### src/rtl/btn_pkg.sv
`default_nettype none
// ============================================================================
//  Module      : btn_pkg
//  Description : Shared timing constants and helpers for the button front end.
//  Revision    : 1.0 - initial release
// ============================================================================
package btn_pkg;

    localparam int CLK_HZ              = 100000000;
    localparam int DEF_DEBOUNCE_CYCLES = CLK_HZ / 100;   // 10 ms
    localparam int DEF_HOLD_CYCLES     = CLK_HZ;         // 1 s

    localparam int DBG_DEBOUNCE = 4;
    localparam int DBG_HOLD     = 16;

    // Counter width that never collapses to zero bits for tiny cycle counts.
    function automatic int cnt_width(input int n);
        return (n > 1) ? $clog2(n) : 1;
    endfunction

endpackage : btn_pkg
`default_nettype wire

### src/rtl/btn_debounce_ch.sv
`default_nettype none
// ============================================================================
//  Module      : btn_debounce_ch
//  Description : One button channel: 2-flop sync, debounce, edge and hold pulses.
//  Revision    : 1.0 - initial release
// ============================================================================
module btn_debounce_ch
    import btn_pkg::*;
#(
    parameter int DEBOUNCE_CYCLES = DEF_DEBOUNCE_CYCLES,
    parameter int HOLD_CYCLES     = DEF_HOLD_CYCLES
) (
    input  logic mclk,
    input  logic rst_n,
    input  logic btn,
    output logic level_o,
    output logic press_o,
    output logic release_o,
    output logic hold_o
);

    localparam int c_db_w   = cnt_width(DEBOUNCE_CYCLES);
    localparam int c_hold_w = cnt_width(HOLD_CYCLES + 1);
    localparam logic [c_db_w-1:0]   c_db_last   = c_db_w'(DEBOUNCE_CYCLES - 1);
    localparam logic [c_hold_w-1:0] c_hold_last = c_hold_w'(HOLD_CYCLES - 1);

    logic                r_s1;
    logic                r_s2;
    logic                r_stable;
    logic [c_db_w-1:0]   r_db_cnt;
    logic [c_hold_w-1:0] r_hold_cnt;
    logic                r_fired;
    logic                r_press;
    logic                r_release;
    logic                r_hold;
    logic                w_accept;

    assign w_accept = (r_s2 != r_stable) && (r_db_cnt == c_db_last);

    always_ff @(posedge mclk) begin
        if (!rst_n) begin
            r_s1       <= 1'b0;
            r_s2       <= 1'b0;
            r_stable   <= 1'b0;
            r_db_cnt   <= '0;
            r_hold_cnt <= '0;
            r_fired    <= 1'b0;
            r_press    <= 1'b0;
            r_release  <= 1'b0;
            r_hold     <= 1'b0;
        end else begin
            r_s1      <= btn;
            r_s2      <= r_s1;
            // Pulses land on the same edge that updates the stable level.
            r_press   <= w_accept &  r_s2;
            r_release <= w_accept & ~r_s2;
            r_hold    <= 1'b0;

            if (r_s2 == r_stable) begin
                r_db_cnt <= '0;
            end else if (w_accept) begin
                r_stable <= r_s2;
                r_db_cnt <= '0;
            end else begin
                r_db_cnt <= r_db_cnt + 1'b1;
            end

            if (!r_stable) begin
                r_hold_cnt <= '0;
                r_fired    <= 1'b0;
            end else if (!r_fired) begin
                if (r_hold_cnt == c_hold_last) begin
                    r_hold  <= 1'b1;
                    r_fired <= 1'b1;
                end else begin
                    r_hold_cnt <= r_hold_cnt + 1'b1;
                end
            end
        end
    end

    assign level_o   = r_stable;
    assign press_o   = r_press;
    assign release_o = r_release;
    assign hold_o    = r_hold;

endmodule : btn_debounce_ch
`default_nettype wire

### src/rtl/btn_conditioner.sv
`default_nettype none
// ============================================================================
//  Module      : btn_conditioner
//  Description : Debounced button bank plus stopwatch run/stop and clear strobes.
//  Revision    : 1.0 - initial release
// ============================================================================
module btn_conditioner
    import btn_pkg::*;
#(
    parameter int N_BTN           = 2,
    parameter int DEBOUNCE_CYCLES = DEF_DEBOUNCE_CYCLES,
    parameter int HOLD_CYCLES     = DEF_HOLD_CYCLES,
    parameter int START_IDX       = 1,
    parameter int RESET_IDX       = 0
) (
    input  logic             mclk,
    input  logic             rst_n,
    input  logic [N_BTN-1:0] btn,
    output logic [N_BTN-1:0] level_o,
    output logic [N_BTN-1:0] press_o,
    output logic [N_BTN-1:0] release_o,
    output logic [N_BTN-1:0] hold_o,
    output logic             run_o,
    output logic             clear_o
);

    if (START_IDX == RESET_IDX) begin : g_idx_clash
        $error("btn_conditioner: START_IDX and RESET_IDX must differ");
    end

    if (START_IDX >= N_BTN || RESET_IDX >= N_BTN) begin : g_idx_range
        $error("btn_conditioner: START_IDX/RESET_IDX out of range");
    end

    for (genvar gi = 0; gi < N_BTN; gi++) begin : g_ch
        btn_debounce_ch #(
            .DEBOUNCE_CYCLES (DEBOUNCE_CYCLES),
            .HOLD_CYCLES     (HOLD_CYCLES)
        ) u_ch (
            .mclk      (mclk),
            .rst_n     (rst_n),
            .btn       (btn[gi]),
            .level_o   (level_o[gi]),
            .press_o   (press_o[gi]),
            .release_o (release_o[gi]),
            .hold_o    (hold_o[gi])
        );
    end

    logic r_run;
    logic r_clear;

    // Clear has priority over a simultaneous start/stop press.
    always_ff @(posedge mclk) begin
        if (!rst_n) begin
            r_run   <= 1'b0;
            r_clear <= 1'b0;
        end else begin
            r_clear <= press_o[RESET_IDX];
            if (press_o[RESET_IDX]) begin
                r_run <= 1'b0;
            end else if (press_o[START_IDX]) begin
                r_run <= ~r_run;
            end
        end
    end

    assign run_o   = r_run;
    assign clear_o = r_clear;

endmodule : btn_conditioner
`default_nettype wire

### config.mk
export PLATFORM = sky130hd
export DESIGN_NAME = btn_conditioner
export DESIGN_NICKNAME = d
export VERILOG_FILES = /design/src/rtl/btn_pkg.sv /design/src/rtl/btn_debounce_ch.sv /design/src/rtl/btn_conditioner.sv
export SDC_FILE = /design/constraint.sdc
export NUM_CORES = 1
export LEC_CHECK = 0
export CORE_MARGIN = 3
export CORE_UTILIZATION = 35
export CTS_CLUSTER_DIAMETER = 40
export DETAILED_ROUTE_END_ITERATION = 16
export PLACE_DENSITY_LB_ADDON = 0.3
export SLEW_MARGIN = 20
export SYNTH_ARGS = -nofsm -noshare
export SYNTH_HDL_FRONTEND = slang
export SYNTH_HIERARCHICAL = 1
export SYNTH_SLANG_ARGS = --single-unit
### constraint.sdc
create_clock -name mclk -period 2.4 [get_ports mclk]
set_input_delay 0.6 -clock mclk [delete_from_list [all_inputs] [get_ports mclk]]
set_output_delay 0.6 -clock mclk [all_outputs]
set_load 0.01 [all_outputs]
### Word-level counts from Yosys, hierarchy flattened

Index checks and enable logic that the tools add are counted.

| cells by class | value |
|---|---|
| add/subtract/negate cells | 4 |
| multipliers | 0 |
| divide/modulo/power cells | 0 |
| magnitude comparators | 0 |
| equality and inequality tests | 8 |
| shifts and indexed selects | 0 |
| mux-type cells | 4 |
| bitwise operators | 16 |
| reduce and logical (&&, ||, !) cells | 13 |

Operators by type and width:

| operator | count |
|---|---|
| $add A27 B1 Y27 const B | 2 |
| $eq A27 B27 Y1 const B | 2 |
| $add A20 B1 Y20 const B | 2 |
| $eq A20 B20 Y1 const B | 2 |
| $not A1 Y1 | 12 |
| $reduce_and A2 Y1 | 6 |
| $reduce_or A3 Y1 | 4 |
| $and A1 B1 Y1 | 4 |
| $mux W1 | 4 |
| $eq A1 B1 Y1 | 2 |
| $logic_and A1 B1 Y1 | 2 |
| $ne A1 B1 Y1 | 2 |
| $reduce_or A2 Y1 | 1 |

| storage, ports and cells | value |
|---|---|
| flip-flop bits (word level) | 110 |
| latch bits | 0 |
| bits in writable memories | 0 |
| ROM bits | 0 |
| bits of input ports | 4 |
| output and inout port bits | 10 |
| word-level logic and storage cells | 65 |
| memories kept | 0 |

### Depth between registers and ports, before layout

| depth | value |
|---|---|
| word-level depth | 3 |
| mapped depth | 7 |
| mapped depth without buffers | 6 |

### Cells and area by module

The synthesis kept the hierarchy.

By module, submodules not included:

| module | times used | cells each | area each (um2) | sequential area each (um2) |
|---|---|---|---|---|
| btn_debounce_ch | 2 | 272 | 2389.8 | 1081.0 |
| btn_conditioner | 1 | 5 | 67.6 | 40.0 |

### Worst setup path after synthesis

Ideal clock, no wire load.

| path | value |
|---|---|
| kind | register to register |
| start point | reg g_ch[0].u_ch.r_hold_cnt[0] |
| end point | reg g_ch[0].u_ch.r_hold_cnt[24] |
| library setup time | 0.071 ns |
| arrival time | 1.786 ns |
| data required time | 2.329 ns |
| setup slack | 0.543 ns |
| cell stages (with the launch flop) | 7 |
| path buffers | 0 |
| period minus slack after synthesis | 1.857 ns |
| path through | dfxtp_1 > ha_1 > nand3_1 > nor4_4 > nand3_1 > or3_1 > a21oi_1 |

| on the way | value |
|---|---|
| longest elaborated chain between the ends | 3 |
| elaborated cells on any way between the ends | 4 |
| those cells by class | add/sub (1); eq/ne (1); bitwise (1); reduce/logical (1) |

RTL lines:

| element | RTL line | RTL |
|---|---|---|
| start, declared | btn_debounce_ch.sv:31 | `logic [c_hold_w-1:0] r_hold_cnt;` |
| start signal, assigned | btn_debounce_ch.sv:76 | `r_hold_cnt <= r_hold_cnt + 1'b1;` |
| parallel branches: the longest is 3 deep, another holds $add A27 B1 Y27 | -- |  |

Parallel ways; which one is timed is not known.
A chain may end at the register's enable or synchronous reset.

### Final worst setup path

| path | value |
|---|---|
| start point | reg g_ch[0].u_ch.r_hold_cnt[5] |
| end point | reg g_ch[0].u_ch.r_hold_cnt[15] |

Same word-level chain as after synthesis.

==> impl_metrics.json <==
{
  "rr_startpoint": "g_ch[0].u_ch/r_hold_cnt[5]$_SDFFE_PN0P_",
  "yosys-top-cells-area": "dfxtp_1 45%, xor2_1 8.0%, nor2_1 6.7%",
  "ant_nets": 0,
  "dieArea_um2": 15300,
  "post_cts_buffers": 0,
  "cp_data_arrival_time_ns": 2.29,
  "wl_mm": 9.10,
  "grt-ovfl-total": 0,
  "initial_core_util": 0.362,
  "setup_ws_ns": 0.389,
  "rr_worst_depth": 4,
  "grt_pass1_wl_mm": 16.3,
  "final_util": 0.409,
  "crit_cells": 4,
  "grt_antenna_before_repair": 0,
  "synth_area_um2": 4850,
  "synth_warnings": 6,
  "cts_tree": "yes",
  "dp_slack_ns": 0.211,
  "critPathSlowestCell": "or4_1",
  "grt_max_degree": 24,
  "clock_sinks": 110,
  "worstMarginPinSlew_ns": 0.532,
  "holdWs_ns": 0.436,
  "critPathTopFamily": "simple AND/OR/NAND/NOR gates",
  "fp.dieH_um": 124,
  "cp_slowest_stage_delay_ns": 0.78,
  "maxCapViolations": 0,
  "diodes": 0,
  "ctsHoldBuffers": 0,
  "synth-seq-cells": 110,
  "ir_worst_vdd_uv": 278,
  "cp-startpoint": "g_ch[0].u_ch/r_hold_cnt[5]$_SDFFE_PN0P_",
  "hold_viol": 0,
  "place_congestion": 0.793,
  "p_leak_nw": 1.70,
  "crit_end": "g_ch[0].u_ch/r_hold_cnt[15]$_SDFFE_PN0P_",
  "areaGrowthSynthToFinish_pct": 13.2,
  "wl_per_cell_um": 12.2,
  "first_pass_iters": 5,
  "regToRegSetupSlack_ns": 0.39,
  "drt_iter0_markers": 193,
  "critPathKind": "reg2reg",
  "tns_ns": 0,
  "dp_hpwl_mm": 6.51,
  "period_needed_ns": 2.01,
  "cp_cell_sequence": "nand4_4 > or4_1 > or3_1 > a21oi_1",
  "yosys.area.top_type_share": 0.454,
  "cp.required_ns": 2.68,
  "cts.htree.levels": 3,
  "crit_path_end_kind": "register",
  "vias": 3776,
  "path_buf_inv": 0,
  "layout_common_cells": "110 x dfxtp_1, 86 x nor2_1, 52 x nand2_1, 44 x xor2_1, 32 x nand3_1",
  "mostFrequentLayoutCell": "dfxtp_1",
  "clock_path_buffers": 2,
  "cts_buffers": 9,
  "start_kind": "register",
  "drt-vias-per-instance": 5.05,
  "syn_inst": 549,
  "syn_nets": 557,
  "root_buffer": "clkbuf_16",
  "syn_area_per_cell_um2": 8.83,
  "die_x_um": 124,
  "setup_viol": 0,
  "synthDistinctLibCells": 36,
  "nets": 576,
  "seq_area_frac_synth": 0.454,
  "yosysTopAreaCell": "dfxtp_1",
  "drv_slew": 0,
  "grt_pass1_vias": 3701,
  "rsz0062_at_grt": "no",
  "drc": 0,
  "powerDensity_nw_per_um2": 603,
  "max_clock_freq_mhz": 497,
  "finalClockSkew_ns": 0.00514,
  "io_pins": 14,
  "clkLatencyLatePin_ns": 0.34,
  "r2r_end": "g_ch[0].u_ch/r_hold_cnt[15]$_SDFFE_PN0P_",
  "numPortBuffers": 13,
  "hold_path.class": "reg2reg",
  "crit_fanout": 9,
  "rows": 42,
  "finalCritPeriodShare": 0.838,
  "min_delay_path_depth": 1,
  "cts_resized": 0,
  "coreArea_um2": 13400,
  "outcome": "complete, no violations",
  "grt_use_total": 0.131,
  "drive_above_1_share": 0.0769,
  "clk_pin_slew_ns": 0.07,
  "relSlewSlack": 0.642
}
synthesized netlist by cell type:
library cell	instances
a311oi_1	2
or3_2	2
nand2_1	52
inv_1	10
nor3b_2	1
o21ai_0	18
o311ai_0	2
and4_1	10
and2_1	9
and3_1	10
o41ai_2	2
xnor2_1	27
xor2_1	44
nor2_1	86
nor4_1	6
or2_2	4
nor3b_1	2
nor4b_1	4
ha_1	4
nand4b_1	2
nand3_1	32
a21oi_1	14
or3_1	10
clkbuf_1	10
nand4_1	24
nor3_2	8
nand4_4	2
dfxtp_1	110
buf_2	2
nor3_1	20
nor4_4	2
o211ai_1	4
o41ai_1	2
or4_1	6
buf_6	2
nand2b_1	4
where the power goes:
group | switching (mW) | internal [mW]
Sequential | 0.00271 | 1.83
Combinational | 0.0103 | 0.00892
Clock | 0.631 | 0.829
Total | 0.644 | 2.67
registers in the layout, summed over array words and instances, names as in the netlist:
name	flops
g_ch.u_ch/r_hold_cnt	54
g_ch.u_ch/r_s2	2
g_ch.u_ch/hold_o	2
g_ch.u_ch/r_fired	2
g_ch.u_ch/r_s1	2
g_ch.u_ch/release_o	2
clear_o	1
g_ch.u_ch/r_db_cnt	40
g_ch.u_ch/press_o	2
run_o	1
g_ch.u_ch/level_o	2
worst reg2reg max path: cells and delay by family, from the launching register on:
family,cells,cell delay (ns)
flip-flops,1,0.44
AO/OA/AOI/OAI,1,0.13
AND/OR/NAND/NOR,3,1.37
routing by layer:
layer	up-vias	routed length, µm	share of wire	global-route usage
met4	0	111	0.012	0.0443
met3	9	238	0.026	0.0341
met1	1785	4280	0.47	0.154
met5	-	0	0	0
li1	1953	-	-	-
met2	29	4470	0.49	0.231
worst min-delay path by stage:
stage                                 start                           end  slack, ns
2_1_floorplan  g_ch[0].u_ch/r_s1$_SDFF_PN0_  g_ch[0].u_ch/r_s2$_SDFF_PN0_       0.41
3_3_place_gp   g_ch[0].u_ch/r_s1$_SDFF_PN0_  g_ch[0].u_ch/r_s2$_SDFF_PN0_       0.42
3_5_place_dp   g_ch[0].u_ch/r_s1$_SDFF_PN0_  g_ch[0].u_ch/r_s2$_SDFF_PN0_       0.42
4_1_cts        g_ch[0].u_ch/r_s1$_SDFF_PN0_  g_ch[0].u_ch/r_s2$_SDFF_PN0_       0.44
5_1_grt        g_ch[1].u_ch/r_s1$_SDFF_PN0_  g_ch[1].u_ch/r_s2$_SDFF_PN0_       0.47
6_report       g_ch[0].u_ch/r_s1$_SDFF_PN0_  g_ch[0].u_ch/r_s2$_SDFF_PN0_       0.44
cell families after synthesis:
group | share of synthesized area
buffers and inverters | 0.0222
and+or+nand+nor | 0.328
adders and majority gates | 0.0103
AOI/OAI and AO/OA | 0.0568
DFF | 0.454
xor gates and xnor gates | 0.128
cell type report:
type,instances,area (µm²)
Multi-Input combinational cell,415,2540
Sequential cell,110,2200
Fill cell,1361,7920
Timing Repair Buffer,22,198
Inverter,10,37.5
Clock inverter,4,47.5
Tap cell,176,220
Clock buffer,11,243
per-stage QoR:
step / cell area (µm²) / cells / total power [mW]
2_1_floorplan: 4850 / 549 / 1.88
3_5_place_dp: 5190 / 733 / 1.89
4_1_cts: 5490 / 748 / 3.37
5_1_grt: 5490 / 748 / 3.43
3_3_place_gp: 5190 / 733 / 1.89
6_report: 5490 / 748 / 3.31
Note: power is estimated with default switching activity, not from simulation.
==> variant, RTL diff (same flow settings) <==
The parameter `N_BTN` goes from 2 to 4.
--- a/src/rtl/btn_conditioner.sv
+++ b/src/rtl/btn_conditioner.sv
@@ -7,7 +7,7 @@
 module btn_conditioner
     import btn_pkg::*;
 #(
-    parameter int N_BTN           = 2,
+    parameter int N_BTN           = 4,
     parameter int DEBOUNCE_CYCLES = DEF_DEBOUNCE_CYCLES,
     parameter int HOLD_CYCLES     = DEF_HOLD_CYCLES,
     parameter int START_IDX       = 1,
Ports: changed (5 resized); port bits go from 14 to 24. No check against the original RTL was run, so the function may have changed too.
==> variant against the unedited design <==
- largest cell class unchanged
- fmax down 5.5%
- die area rose by 94%
- largest power group is now clock
- sequential cell count rose by 108
- clock power rose to 4.0 times the old value
- clock skew up 7.7 ps
- via count grew 99%
- routed wire length up 100%
- sequential power rose by 99%
- power rose to 2.9 times the old value
- cell area increased by 120%
- critical endpoint is now level_o[3]
- critical path type is now register to output port
- first-iteration DRC count is 56% higher
- area after synthesis rose by 100%
- setup slack got worse by 120 ps
- hold slack lost 4.2 ps
==> variant: results (changes against the unedited design) <==
| Metric | Value |
|---|---|
| Status | `finished, final reports clean` |
| Clock Skew | `12.9 ps (+7.73 ps)` |
| Hold wc startpoint | `g_ch[1].u_ch/r_s1` |
| Vias in the first global route | `7,104 (+92%)` |
| Period minus WS final | `2130 ps (+116 ps)` |
| Met2 routed WL | `7.95 mm (+78%)` |
| Crit path capture | `level_o[3]` |
| Layout Cells excl Fill | `1,544 (+110%)` |
| Commonest cells post-synth | `218 x dfxtp_1, 176 x nor2_1, 97 x xor2_1` |
| Final net count | `1,157 (+100%)` |
| Syn Inst Count | `1,087 (+98%)` |
| DP Area | `10,400 sq um (+100%)` |
| Pin count of the biggest net entering global routing | `28 (+17%)` |
| Compound-Gate Fraction of Synth Area | `0.0528 (-0.00401)` |
| H-tree Lvls | `2 (-1)` |
| Top flop regs | `g_ch.u_ch/r_hold_cnt x108, g_ch.u_ch/r_db_cnt x80` |
| Leak | `3.89 nW (+130%)` |
| CP max-delay cell | `clkdlybuf4s50_1` |
| GRT Total Usage | `0.127 (-0.00437)` |
| Critical Path Max Stage Delay | `590 ps (-190 ps)` |
| Bufs on Longest Clock Path | `3 (+1)` |
| Port Buffers | `23 (+10)` |
| Critical Path Source | `g_ch[3].u_ch/level_o` |
| Share of the yosys chip area belonging to registers | `0.450 (-0.00419)` |
| Post-synthesis xor/xnor area fraction | `0.133 (+0.00450)` |
| First-pass GRT wire length | `32.6 mm (+100%)` |
| Drt initial violations | `301 (+56%)` |
| M1 WL | `9.32 mm (+120%)` |
| Area of the multi-input gates | `5100 sq um (+100%)` |
| Filler Cells Inserted | `2,654 (+95%)` |
| CP max FO | `5 (-4)` |
[variant: changes by cell type after synthesis, sizes merged, moves of 10 or more]
cell,unedited run,this run
and3,10,22
xor2,44,97
nor4,8,19
dfxtp,110,218
inv,10,21
o21ai,18,34
and4,10,23
nand2,52,92
nand3,32,72
nand4,26,51
nor3,28,47
a21oi,14,24
xnor2,27,50
nor2,86,176
[variant: layout make-up]
cell class              count  area share
clock buffers              46      0.0918
well taps                 372      0.0394
repair buffers             44      0.0339
clock inverters            23      0.0271
inverters                  21     0.00667
multi-input cells         820       0.432
flip-flops and latches    218       0.369
[variant: power by group]
| part | leakage, nW | total [mW] | internal [mW] | switching (mW) |
|---|---|---|---|---|
| logic | 1.46 | 0.0421 | 0.0196 | 0.0226 |
| clock network | 0.676 | 5.79 | 3.90 | 1.89 |
| registers | 1.76 | 3.64 | 3.63 | 0.00527 |
| total | 3.89 | 9.47 | 7.55 | 1.92 |
